[config.mk]
export PLATFORM = sky130hd
export DESIGN_NAME = vreg_arbiter_flat
export DESIGN_NICKNAME = d
export VERILOG_FILES = /design/src/rtl/vreg_arbiter_if.sv /design/src/rtl/vreg_arbiter.sv /design/src/flat_wrapper.sv
export SDC_FILE = /design/constraint.sdc
export NUM_CORES = 1
export LEC_CHECK = 0
export BUFFER_PORTS_ARGS = -buffer_cell sky130_fd_sc_hd__buf_2
export CORE_AREA = 2 2 507 509
export CTS_CLUSTER_DIAMETER = 50
export DETAILED_ROUTE_END_ITERATION = 6
export DIE_AREA = 0 0 509 511
export MAX_ROUTING_LAYER = met4
export PLACE_DENSITY = 0.3
export SLEW_MARGIN = 20
export SYNTH_ARGS = -nofsm -noshare
export SYNTH_HDL_FRONTEND = slang
export SYNTH_SLANG_ARGS = --single-unit
[constraint.sdc]
create_clock -name Clk -period 5.97 [get_ports Clk]
set_clock_uncertainty 0.2 [all_clocks]
set_input_delay 1.194 -clock Clk [delete_from_list [all_inputs] [get_ports Clk]]
set_output_delay 1.194 -clock Clk [all_outputs]
set_load 0.01 [all_outputs]
[src/rtl/vreg_arbiter_if.sv]
// Bus between the vector execution units, the register-file arbiter and the
// single-port vector register file. The arbiter sees the slave view.
interface vreg_arbiter_if #(
   parameter int unsigned NREQ   = 2,
   parameter int unsigned DATA_W = 256,
   parameter int unsigned ADDR_W = 3
);
   // requester side
   logic [NREQ-1:0]        Req;
   logic [NREQ-1:0]        ReqWr;
   logic [NREQ*ADDR_W-1:0] ReqAddr;
   logic [NREQ*DATA_W-1:0] ReqData;
   logic [NREQ-1:0]        Gnt;
   logic                   RdValid;
   logic [NREQ-1:0]        RdId;
   logic [DATA_W-1:0]      RdData;
   logic                   Busy;
   // register file side
   logic [ADDR_W-1:0]      Addr;
   logic [DATA_W-1:0]      DataIn;
   logic                   RD_p;
   logic                   WR_p;
   logic [DATA_W-1:0]      DataOut;

   modport slave (
      input  Req, ReqWr, ReqAddr, ReqData, DataOut,
      output Gnt, RdValid, RdId, RdData, Busy, Addr, DataIn, RD_p, WR_p
   );

   modport master (
      output Req, ReqWr, ReqAddr, ReqData, DataOut,
      input  Gnt, RdValid, RdId, RdData, Busy, Addr, DataIn, RD_p, WR_p
   );
endinterface

[src/rtl/vreg_arbiter.sv]
// Round-robin arbiter/sequencer sharing the single-port vector register file
// between NREQ requesters. One operation at a time; read data returns with a
// one-cycle valid pulse tagged with the one-hot owner.
module vreg_arbiter #(
   parameter int unsigned NREQ   = 2,
   parameter int unsigned DATA_W = 256,
   parameter int unsigned ADDR_W = 3,
   parameter int unsigned RD_LAT = 2
) (
   input logic           Clk,
   input logic           Rst_n,
   vreg_arbiter_if.slave bus
);

   localparam int unsigned PTR_W = (NREQ > 1)   ? $clog2(NREQ)   : 1;
   localparam int unsigned CNT_W = (RD_LAT > 1) ? $clog2(RD_LAT) : 1;

   typedef enum logic [1:0] {IDLE, WRITE, READ, RWAIT} state_t;

   state_t            state_q;
   logic [PTR_W-1:0]  ptr_q;
   logic [CNT_W-1:0]  cnt_q;
   logic [NREQ-1:0]   owner_q;
   logic [NREQ-1:0]   gnt_q;
   logic [NREQ-1:0]   rdid_q;
   logic              rdvalid_q;
   logic              busy_q;
   logic              rd_q;
   logic              wr_q;
   logic [ADDR_W-1:0] addr_q;
   logic [DATA_W-1:0] din_q;
   logic [DATA_W-1:0] rddata_q;

   logic [ADDR_W-1:0] req_addr [NREQ];
   logic [DATA_W-1:0] req_data [NREQ];

   logic              win_found;
   logic [PTR_W-1:0]  win_idx;
   logic [PTR_W-1:0]  cand;
   logic [PTR_W-1:0]  ptr_d;
   logic [NREQ-1:0]   win_oh;

   for (genvar g = 0; g < NREQ; g++) begin : g_unpack
      assign req_addr[g] = bus.ReqAddr[g*ADDR_W +: ADDR_W];
      assign req_data[g] = bus.ReqData[g*DATA_W +: DATA_W];
   end

   // Winner = first requester set, searching from the round-robin pointer upward
   always_comb begin
      win_found = 1'b0;
      win_idx   = '0;
      cand      = '0;
      for (int unsigned off = 0; off < NREQ; off++) begin
         cand = PTR_W'((32'(ptr_q) + off) % NREQ);
         if (!win_found && bus.Req[cand]) begin
            win_found = 1'b1;
            win_idx   = cand;
         end
      end
      win_oh = NREQ'(1) << win_idx;
      ptr_d  = (32'(win_idx) == NREQ - 1) ? '0 : win_idx + 1'b1;
   end

   // Sequencer: grant in IDLE, then drive one write or one read to the register file
   always_ff @(posedge Clk) begin
      if (!Rst_n) begin
         state_q   <= IDLE;
         ptr_q     <= '0;
         cnt_q     <= '0;
         owner_q   <= '0;
         gnt_q     <= '0;
         rdid_q    <= '0;
         rdvalid_q <= 1'b0;
         busy_q    <= 1'b0;
         rd_q      <= 1'b0;
         wr_q      <= 1'b0;
         addr_q    <= '0;
         din_q     <= '0;
         rddata_q  <= '0;
      end else begin
         gnt_q     <= '0;
         rdvalid_q <= 1'b0;
         case (state_q)
            IDLE: begin
               if (win_found) begin
                  gnt_q   <= win_oh;
                  owner_q <= win_oh;
                  addr_q  <= req_addr[win_idx];
                  din_q   <= req_data[win_idx];
                  ptr_q   <= ptr_d;
                  busy_q  <= 1'b1;
                  if (bus.ReqWr[win_idx]) begin
                     wr_q    <= 1'b1;
                     state_q <= WRITE;
                  end else begin
                     rd_q    <= 1'b1;
                     cnt_q   <= '0;
                     state_q <= READ;
                  end
               end
            end
            WRITE: begin
               wr_q    <= 1'b0;
               busy_q  <= 1'b0;
               state_q <= IDLE;
            end
            READ: begin
               state_q <= RWAIT;
            end
            RWAIT: begin
               if (cnt_q == CNT_W'(RD_LAT - 1)) begin
                  rddata_q  <= bus.DataOut;
                  rdid_q    <= owner_q;
                  rdvalid_q <= 1'b1;
                  rd_q      <= 1'b0;
                  busy_q    <= 1'b0;
                  state_q   <= IDLE;
               end else begin
                  cnt_q <= cnt_q + 1'b1;
               end
            end
            default: state_q <= IDLE;
         endcase
      end
   end

   assign bus.Gnt     = gnt_q;
   assign bus.RdValid = rdvalid_q;
   assign bus.RdId    = rdid_q;
   assign bus.RdData  = rddata_q;
   assign bus.Busy    = busy_q;
   assign bus.Addr    = addr_q;
   assign bus.DataIn  = din_q;
   assign bus.RD_p    = rd_q;
   assign bus.WR_p    = wr_q;

endmodule
[src/flat_wrapper.sv]
// flat-port wrapper written by rule: the top's interface ports become plain ports
module vreg_arbiter_flat 
#(
   parameter int unsigned NREQ   = 2,
   parameter int unsigned DATA_W = 256,
   parameter int unsigned ADDR_W = 3,
   parameter int unsigned RD_LAT = 2
)
  (Clk, Rst_n, bus_Req, bus_ReqWr, bus_ReqAddr, bus_ReqData, bus_DataOut, bus_Gnt, bus_RdValid, bus_RdId, bus_RdData, bus_Busy, bus_Addr, bus_DataIn, bus_RD_p, bus_WR_p);
  vreg_arbiter_if #(.NREQ(NREQ), .DATA_W(DATA_W), .ADDR_W(ADDR_W)) bus_i ();
  input logic Clk;
  input logic Rst_n;
  input wire logic [$bits(bus_i.Req)-1:0] bus_Req;
  input wire logic [$bits(bus_i.ReqWr)-1:0] bus_ReqWr;
  input wire logic [$bits(bus_i.ReqAddr)-1:0] bus_ReqAddr;
  input wire logic [$bits(bus_i.ReqData)-1:0] bus_ReqData;
  input wire logic [$bits(bus_i.DataOut)-1:0] bus_DataOut;
  output wire logic [$bits(bus_i.Gnt)-1:0] bus_Gnt;
  output wire logic [$bits(bus_i.RdValid)-1:0] bus_RdValid;
  output wire logic [$bits(bus_i.RdId)-1:0] bus_RdId;
  output wire logic [$bits(bus_i.RdData)-1:0] bus_RdData;
  output wire logic [$bits(bus_i.Busy)-1:0] bus_Busy;
  output wire logic [$bits(bus_i.Addr)-1:0] bus_Addr;
  output wire logic [$bits(bus_i.DataIn)-1:0] bus_DataIn;
  output wire logic [$bits(bus_i.RD_p)-1:0] bus_RD_p;
  output wire logic [$bits(bus_i.WR_p)-1:0] bus_WR_p;
  assign bus_i.Req = bus_Req;
  assign bus_i.ReqWr = bus_ReqWr;
  assign bus_i.ReqAddr = bus_ReqAddr;
  assign bus_i.ReqData = bus_ReqData;
  assign bus_i.DataOut = bus_DataOut;
  assign bus_Gnt = bus_i.Gnt;
  assign bus_RdValid = bus_i.RdValid;
  assign bus_RdId = bus_i.RdId;
  assign bus_RdData = bus_i.RdData;
  assign bus_Busy = bus_i.Busy;
  assign bus_Addr = bus_i.Addr;
  assign bus_DataIn = bus_i.DataIn;
  assign bus_RD_p = bus_i.RD_p;
  assign bus_WR_p = bus_i.WR_p;
  vreg_arbiter #(.NREQ(NREQ), .DATA_W(DATA_W), .ADDR_W(ADDR_W), .RD_LAT(RD_LAT)) u_core (.Clk(Clk), .Rst_n(Rst_n), .bus(bus_i));
endmodule
# Yosys cells after proc, flatten, opt, wreduce, memory -nomap -nowiden
# Cells that the tools add are included.
[totals] reg_bits=529 output_inout_bits=523
[classes] addsub=3 order_cmp=4 eq_ne=7 shifts=1 muxes=35 bitwise_logic=1 n_reduce_logical=15
[op_table] cell="$mux W256" count=3
[op_table] cell="$mux W1" count=21
[op_table] cell="$reduce_and A3 Y1" count=4
[op_table] cell="$mux W3" count=3
[op_table] cell="$pmux W2 S4" count=1
[op_table] cell="$reduce_and A2 Y1" count=4
[op_table] cell="$lt A1 B2 Y1 const B" count=3
[op_table] cell="$mux W2" count=3
[op_table] cell="$ne A2 B1 Y1 const B" count=3
[op_table] cell="$pmux W1 S2" count=3
[op_table] cell="$eq A2 B2 Y1 const B" count=2
[op_table] cell="$reduce_and A4 Y1" count=1
[op_table] cell="$reduce_bool A2 Y1" count=2
[op_table] cell="$add A1 B1 Y1 const B" count=3
[op_table] cell="$pmux W1 S3" count=1
[op_table] cell="$reduce_bool A3 Y1" count=1
[op_table] cell="$eq A2 B1 Y1 const B" count=1
[op_table] cell="$ge A2 B2 Y1 const B" count=1
[op_table] cell="$logic_not A2 Y1" count=1
[op_table] cell="$ne A2 B2 Y1 const B" count=1
[op_table] cell="$not A1 Y2" count=1
[op_table] cell="$shl A1 B1 Y2 const A" count=1
[op_table] cell="$logic_and A1 B1 Y1" count=1
[op_table] cell="$logic_not A1 Y1" count=1

# Logic depth before layout (Yosys ltp)
[depth] depth_word=11 depth_mapped=9 ltp_nobuf=6

# Least setup slack after synthesis
# No wires, ideal clock.
[synth_path] path_type="input to register" from="input Rst_n" to="register u_core.rddata_q[137] (netlist: u_core.bus.RdData[137])" setup_ps=132 t_arrival_ps=2129 t_required_ps=5638 setup_slack_ps=3509 stages=5 path_buffers=3 cell_sequence="inv_1 > clkbuf_1 > clkbuf_1 > clkbuf_1 > a21oi_1"
[synth_lines] element="start: declaration" line="flat_wrapper.sv:12" rtl="input logic Rst_n;"
[synth_lines] element="end signal: assignment" line="vreg_arbiter.sv:112" rtl="rddata_q <= bus.DataOut;"
[synth_lines] element="end: declaration" line="vreg_arbiter.sv:32" rtl="logic [DATA_W-1:0] rddata_q;"
# No word-level cell between the ends.

# Worst setup path in the final report
[layout_path] from="register u_core.state_q[1]" to="register u_core.din_q[123] (netlist: u_core.bus.DataIn[123])"
[layout_via] elab_chain_cells=2
[layout_lines] element="start: declaration" line="vreg_arbiter.sv:20" rtl="state_t state_q;"
[layout_lines] element="start signal: assignment" line="vreg_arbiter.sv:67" rtl="state_q <= IDLE;"
[layout_lines] element="start signal: assignment" line="vreg_arbiter.sv:94" rtl="state_q <= WRITE;"
[layout_lines] element="start signal: assignment" line="vreg_arbiter.sv:98" rtl="state_q <= READ;"
[layout_lines] element="$logic_not A2 Y1" line="vreg_arbiter.sv:83" rtl="case (state_q)"
[layout_lines] element="$reduce_and A2 Y1 (no line)"
[layout_lines] element="end signal: assignment" line="vreg_arbiter.sv:89" rtl="din_q <= req_data[win_idx];"
[layout_lines] element="end: declaration" line="vreg_arbiter.sv:31" rtl="logic [DATA_W-1:0] din_q;"
# No other way between the ends.
# A chain may end at the register's enable or synchronous reset.

==> flow_summary_export.csv <==
group,metric,value,unit
outcome,outcome,"finished, final reports clean",
grt,grt_max_degree,182,
synthesis,syn_area,20600,um2
pwr,power.internal,10.1,mW
place,port_buffers,1302,
synthesis,ys_seq_area_share,51.3,%
synthesis,netlist_instances,2327,
synthesis,synthTopCellsByCount,"dfxtp_1 (528), nand2_1 (521), a21oi_1 (263), nor2_1 (263)",
place,gp_congestion,0.924,
drt,first_pass_iters,5,
clock_tree,cts.path.max_buffers,3,
grt,antenna_found_initial,201,
clock_tree,cts-resized-gates,0,
timing,fmaxAchievable,308,MHz
clock_tree,postCtsSetupBuffers,0,
die,start_util,8.07,%
layout,regArea,10600,um2
timing,final-setup-viol-count,0,
grt,grt_overflow,0,
drt,wire_per_inst,24.5,um
layout,num-nets-final,4356,
place,dp_hpwl,146000,um
synthesis,synth_top_area_share,51.3,%
clock_tree,clk_pin_slew,0.05,ns
pwr,comb_power_share,26.2,%
clock_tree,clock_latency,0.76,ns
timing,period_share,54.4,%
synthesis,synth.avg_cell_area,8.85,um2
timing,rsz0062_at_grt,"no",
clock_tree,holdBufCountCts,0,
timing,hold_viol_final,0,
timing,fin_tns_setup,0,ns
die,core_region_area,255000,um2
layout,fillCellCount,29500,
timing,min_period,3.25,ns
flow_run,drv_cap,0,
drt,drt_wl_total,175000,um
clock_tree,cts_max_level,3,
drt,via_count,22900,
synthesis,synth_warnings,0,
timing,hold_ws,0.248,ns
worst_setup_path,crit_type,"flop to flop",
synthesis,synth_edf_count,0,
clock_tree,cts_root_buf,"clkbuf_16",
layout,syn2layout_area_growth,69.9,%
worst_setup_path,r2r_setup_slack,2.72,ns
pwr,seqPwrFrac,30.3,%
drt,post-route-drc-count,0,
die,rows,186,
layout,finalCoreUtilization,13.7,%
pwr,p_leak,15.7,nW
grt,grtUsageTotal,13.2,%
timing,tightest_slew,1.26,ns
die,die-area,260000,um2
clock_tree,cts_tree,"built",
clock_tree,cts.sinks,528,
synthesis,synth-main-ff-cell,"dfxtp_1",
synthesis,synth_cell_types,28,
worst_setup_path,endpoint_kind,"flop",
layout,multi_input_area,9040,um2
synthesis,yosysTopAreaCell,"dfxtp_1",
pwr,p_sw,5.60,mW
synthesis,synth_most_common_cell,"dfxtp_1",
synthesis,synth_nets,3112,
pwr,clkPwrFrac,43.5,%
drt,drtIter0Drc,1274,
drt,vias_per_cell,3.21,
clock_tree,cts_buffers,115,
worst_setup_path,cp-start-kind,"flop",
die,die_w,509,um
worst_setup_path,cp_max_fo,165,
die,io_pins,1303,
pwr,irDropWorstVdd,280,uV
synthesis,ys_seq_elements,528,
drt,final_antenna_net_count,0,
grt,grt_pass1_vias,22400,
hold_path,hp-class,"flop to flop",
synthesis,async_flop_share,0,%
timing,drv_slew,0,
worst_setup_path,required,6.40,ns
worst_setup_path,critical_path_arrival,3.67,ns
synthesis,yosys-top-cells-area,"dfxtp_1 (51%), mux2i_1 (13%), nand2_1 (9.5%), a211oi_1 (9.5%), a21oi_1 (6.4%)",
die,die_h,511,um
grt,grt_pass1_wl,222000,um
pwr,power_density,449,nW/um2
layout,drive_gt1_share,41.8,%
timing,maxSlewHeadroom,15.9,%
pwr,switching_share,35.7,%
## critical path, cell delays in order, from the launching register on
cell and delay (ns):
dfxtp_1 0.35, inv_1 0.12, ha_1 0.50, inv_1 0.24, nor2_4 0.60, buf_12 0.49
nor2_1 0.08, a211oi_1 0.23
## layer usage
layer | GRT usage, % | up-vias | share of wire, %
li1 | - | 10700 | -
met1 | 15.0 | 10600 | 41
met5 | - | - | 0
met2 | 19.9 | 1303 | 43
met4 | 4.22 | 0 | 3.7
met3 | 6.89 | 343 | 12
## metrics by stage
| step | cells | total power [mW] | area [um2] | worst slack [ns] |
|---|---|---|---|---|
| 4_1_cts | 7049 | 16.1 | 34800 | 2.79 |
| 3_5_place_dp | 6838 | 9.01 | 30700 | 2.02 |
| 3_3_place_gp | 6838 | 8.99 | 30700 | 2.03 |
| 2_1_floorplan | 2327 | 6.83 | 20600 | 3.51 |
| 5_1_grt | 7111 | 16.5 | 34900 | 2.54 |
| 6_report | 7133 | 15.7 | 35000 | 2.72 |
## power by group through the flow
stage,logic [mW],registers [mW],clock network (mW)
floorplan,1.85,4.97,0
global placement,4.19,4.80,0
detailed placement,4.21,4.80,0
CTS,4.21,4.74,7.10
global route,4.48,4.82,7.22
finish,4.11,4.76,6.84
## area by class of cell
type	instances	share of cell area, %
flip-flops and latches	528	30.2
multi-input cells	1592	25.8
repair buffers	1329	19.6
well taps	3384	12.1
clock buffers	148	9.06
clock inverters	63	2.55
diodes	84	0.600
inverters	5	0.0751
## cell usage in the layout, fill, tap and decap left out, types with 2 or more instances in the layout
| cell type | Yosys | routed |
|---|---|---|
| clkinvlp_4 | 0 | 12 |
| clkbuf_16 | 0 | 115 |
| a211oi_1 | 260 | 260 |
| clkinv_4 | 0 | 9 |
| a31oi_1 | 2 | 2 |
| buf_4 | 2 | 16 |
| clkbuf_8 | 0 | 17 |
| clkinv_16 | 0 | 3 |
| ha_1 | 5 | 5 |
| clkbuf_1 | 106 | 16 |
| nor2b_1 | 2 | 2 |
| nand2_1 | 521 | 520 |
| bufinv_16 | 0 | 16 |
| o21ai_0 | 3 | 3 |
| inv_1 | 5 | 4 |
| a21oi_1 | 263 | 263 |
| buf_2 | 66 | 1302 |
| diode_2 | 0 | 84 |
| clkinv_2 | 0 | 16 |
| nor2_1 | 263 | 263 |
| a311oi_1 | 2 | 2 |
| inv_6 | 0 | 6 |
| dfxtp_1 | 528 | 528 |
| mux2i_1 | 260 | 260 |
| buf_12 | 0 | 11 |
## state kept, by name (all words and copies together) (netlist names), 2 cells and up
register           count
u_core.bus.DataIn    256
u_core.bus.Addr        3
u_core.bus.RdId        2
u_core.bus.Gnt         2
u_core.bus.RdData    256
u_core.owner_q         2
u_core.state_q         2
## path summary, 6_finish.rpt
kind / cells past startpoint / startpoint / to
setup / recovery: 7 / u_core.state_q[1]$_SDFFE_PN0P_ / u_core.bus.DataIn[123]$_SDFFE_PN0P_
hold / removal: 2 / u_core.bus.RdData[35]$_SDFFE_PN0P_ / u_core.bus.RdData[35]$_SDFFE_PN0P_
setup reg to reg: 7 / u_core.state_q[1]$_SDFFE_PN0P_ / u_core.bus.DataIn[123]$_SDFFE_PN0P_
hold reg to reg: 2 / u_core.bus.RdData[35]$_SDFFE_PN0P_ / u_core.bus.RdData[35]$_SDFFE_PN0P_
## cell families after synthesis
family / synth area share [%]
buf+inv: 4.90
mux: 12.7
fa+ha+maj: 0.304
simple gates: 14.5
flops: 51.3
compound gates: 16.3
Note: power is estimated with default switching activity, not from simulation.
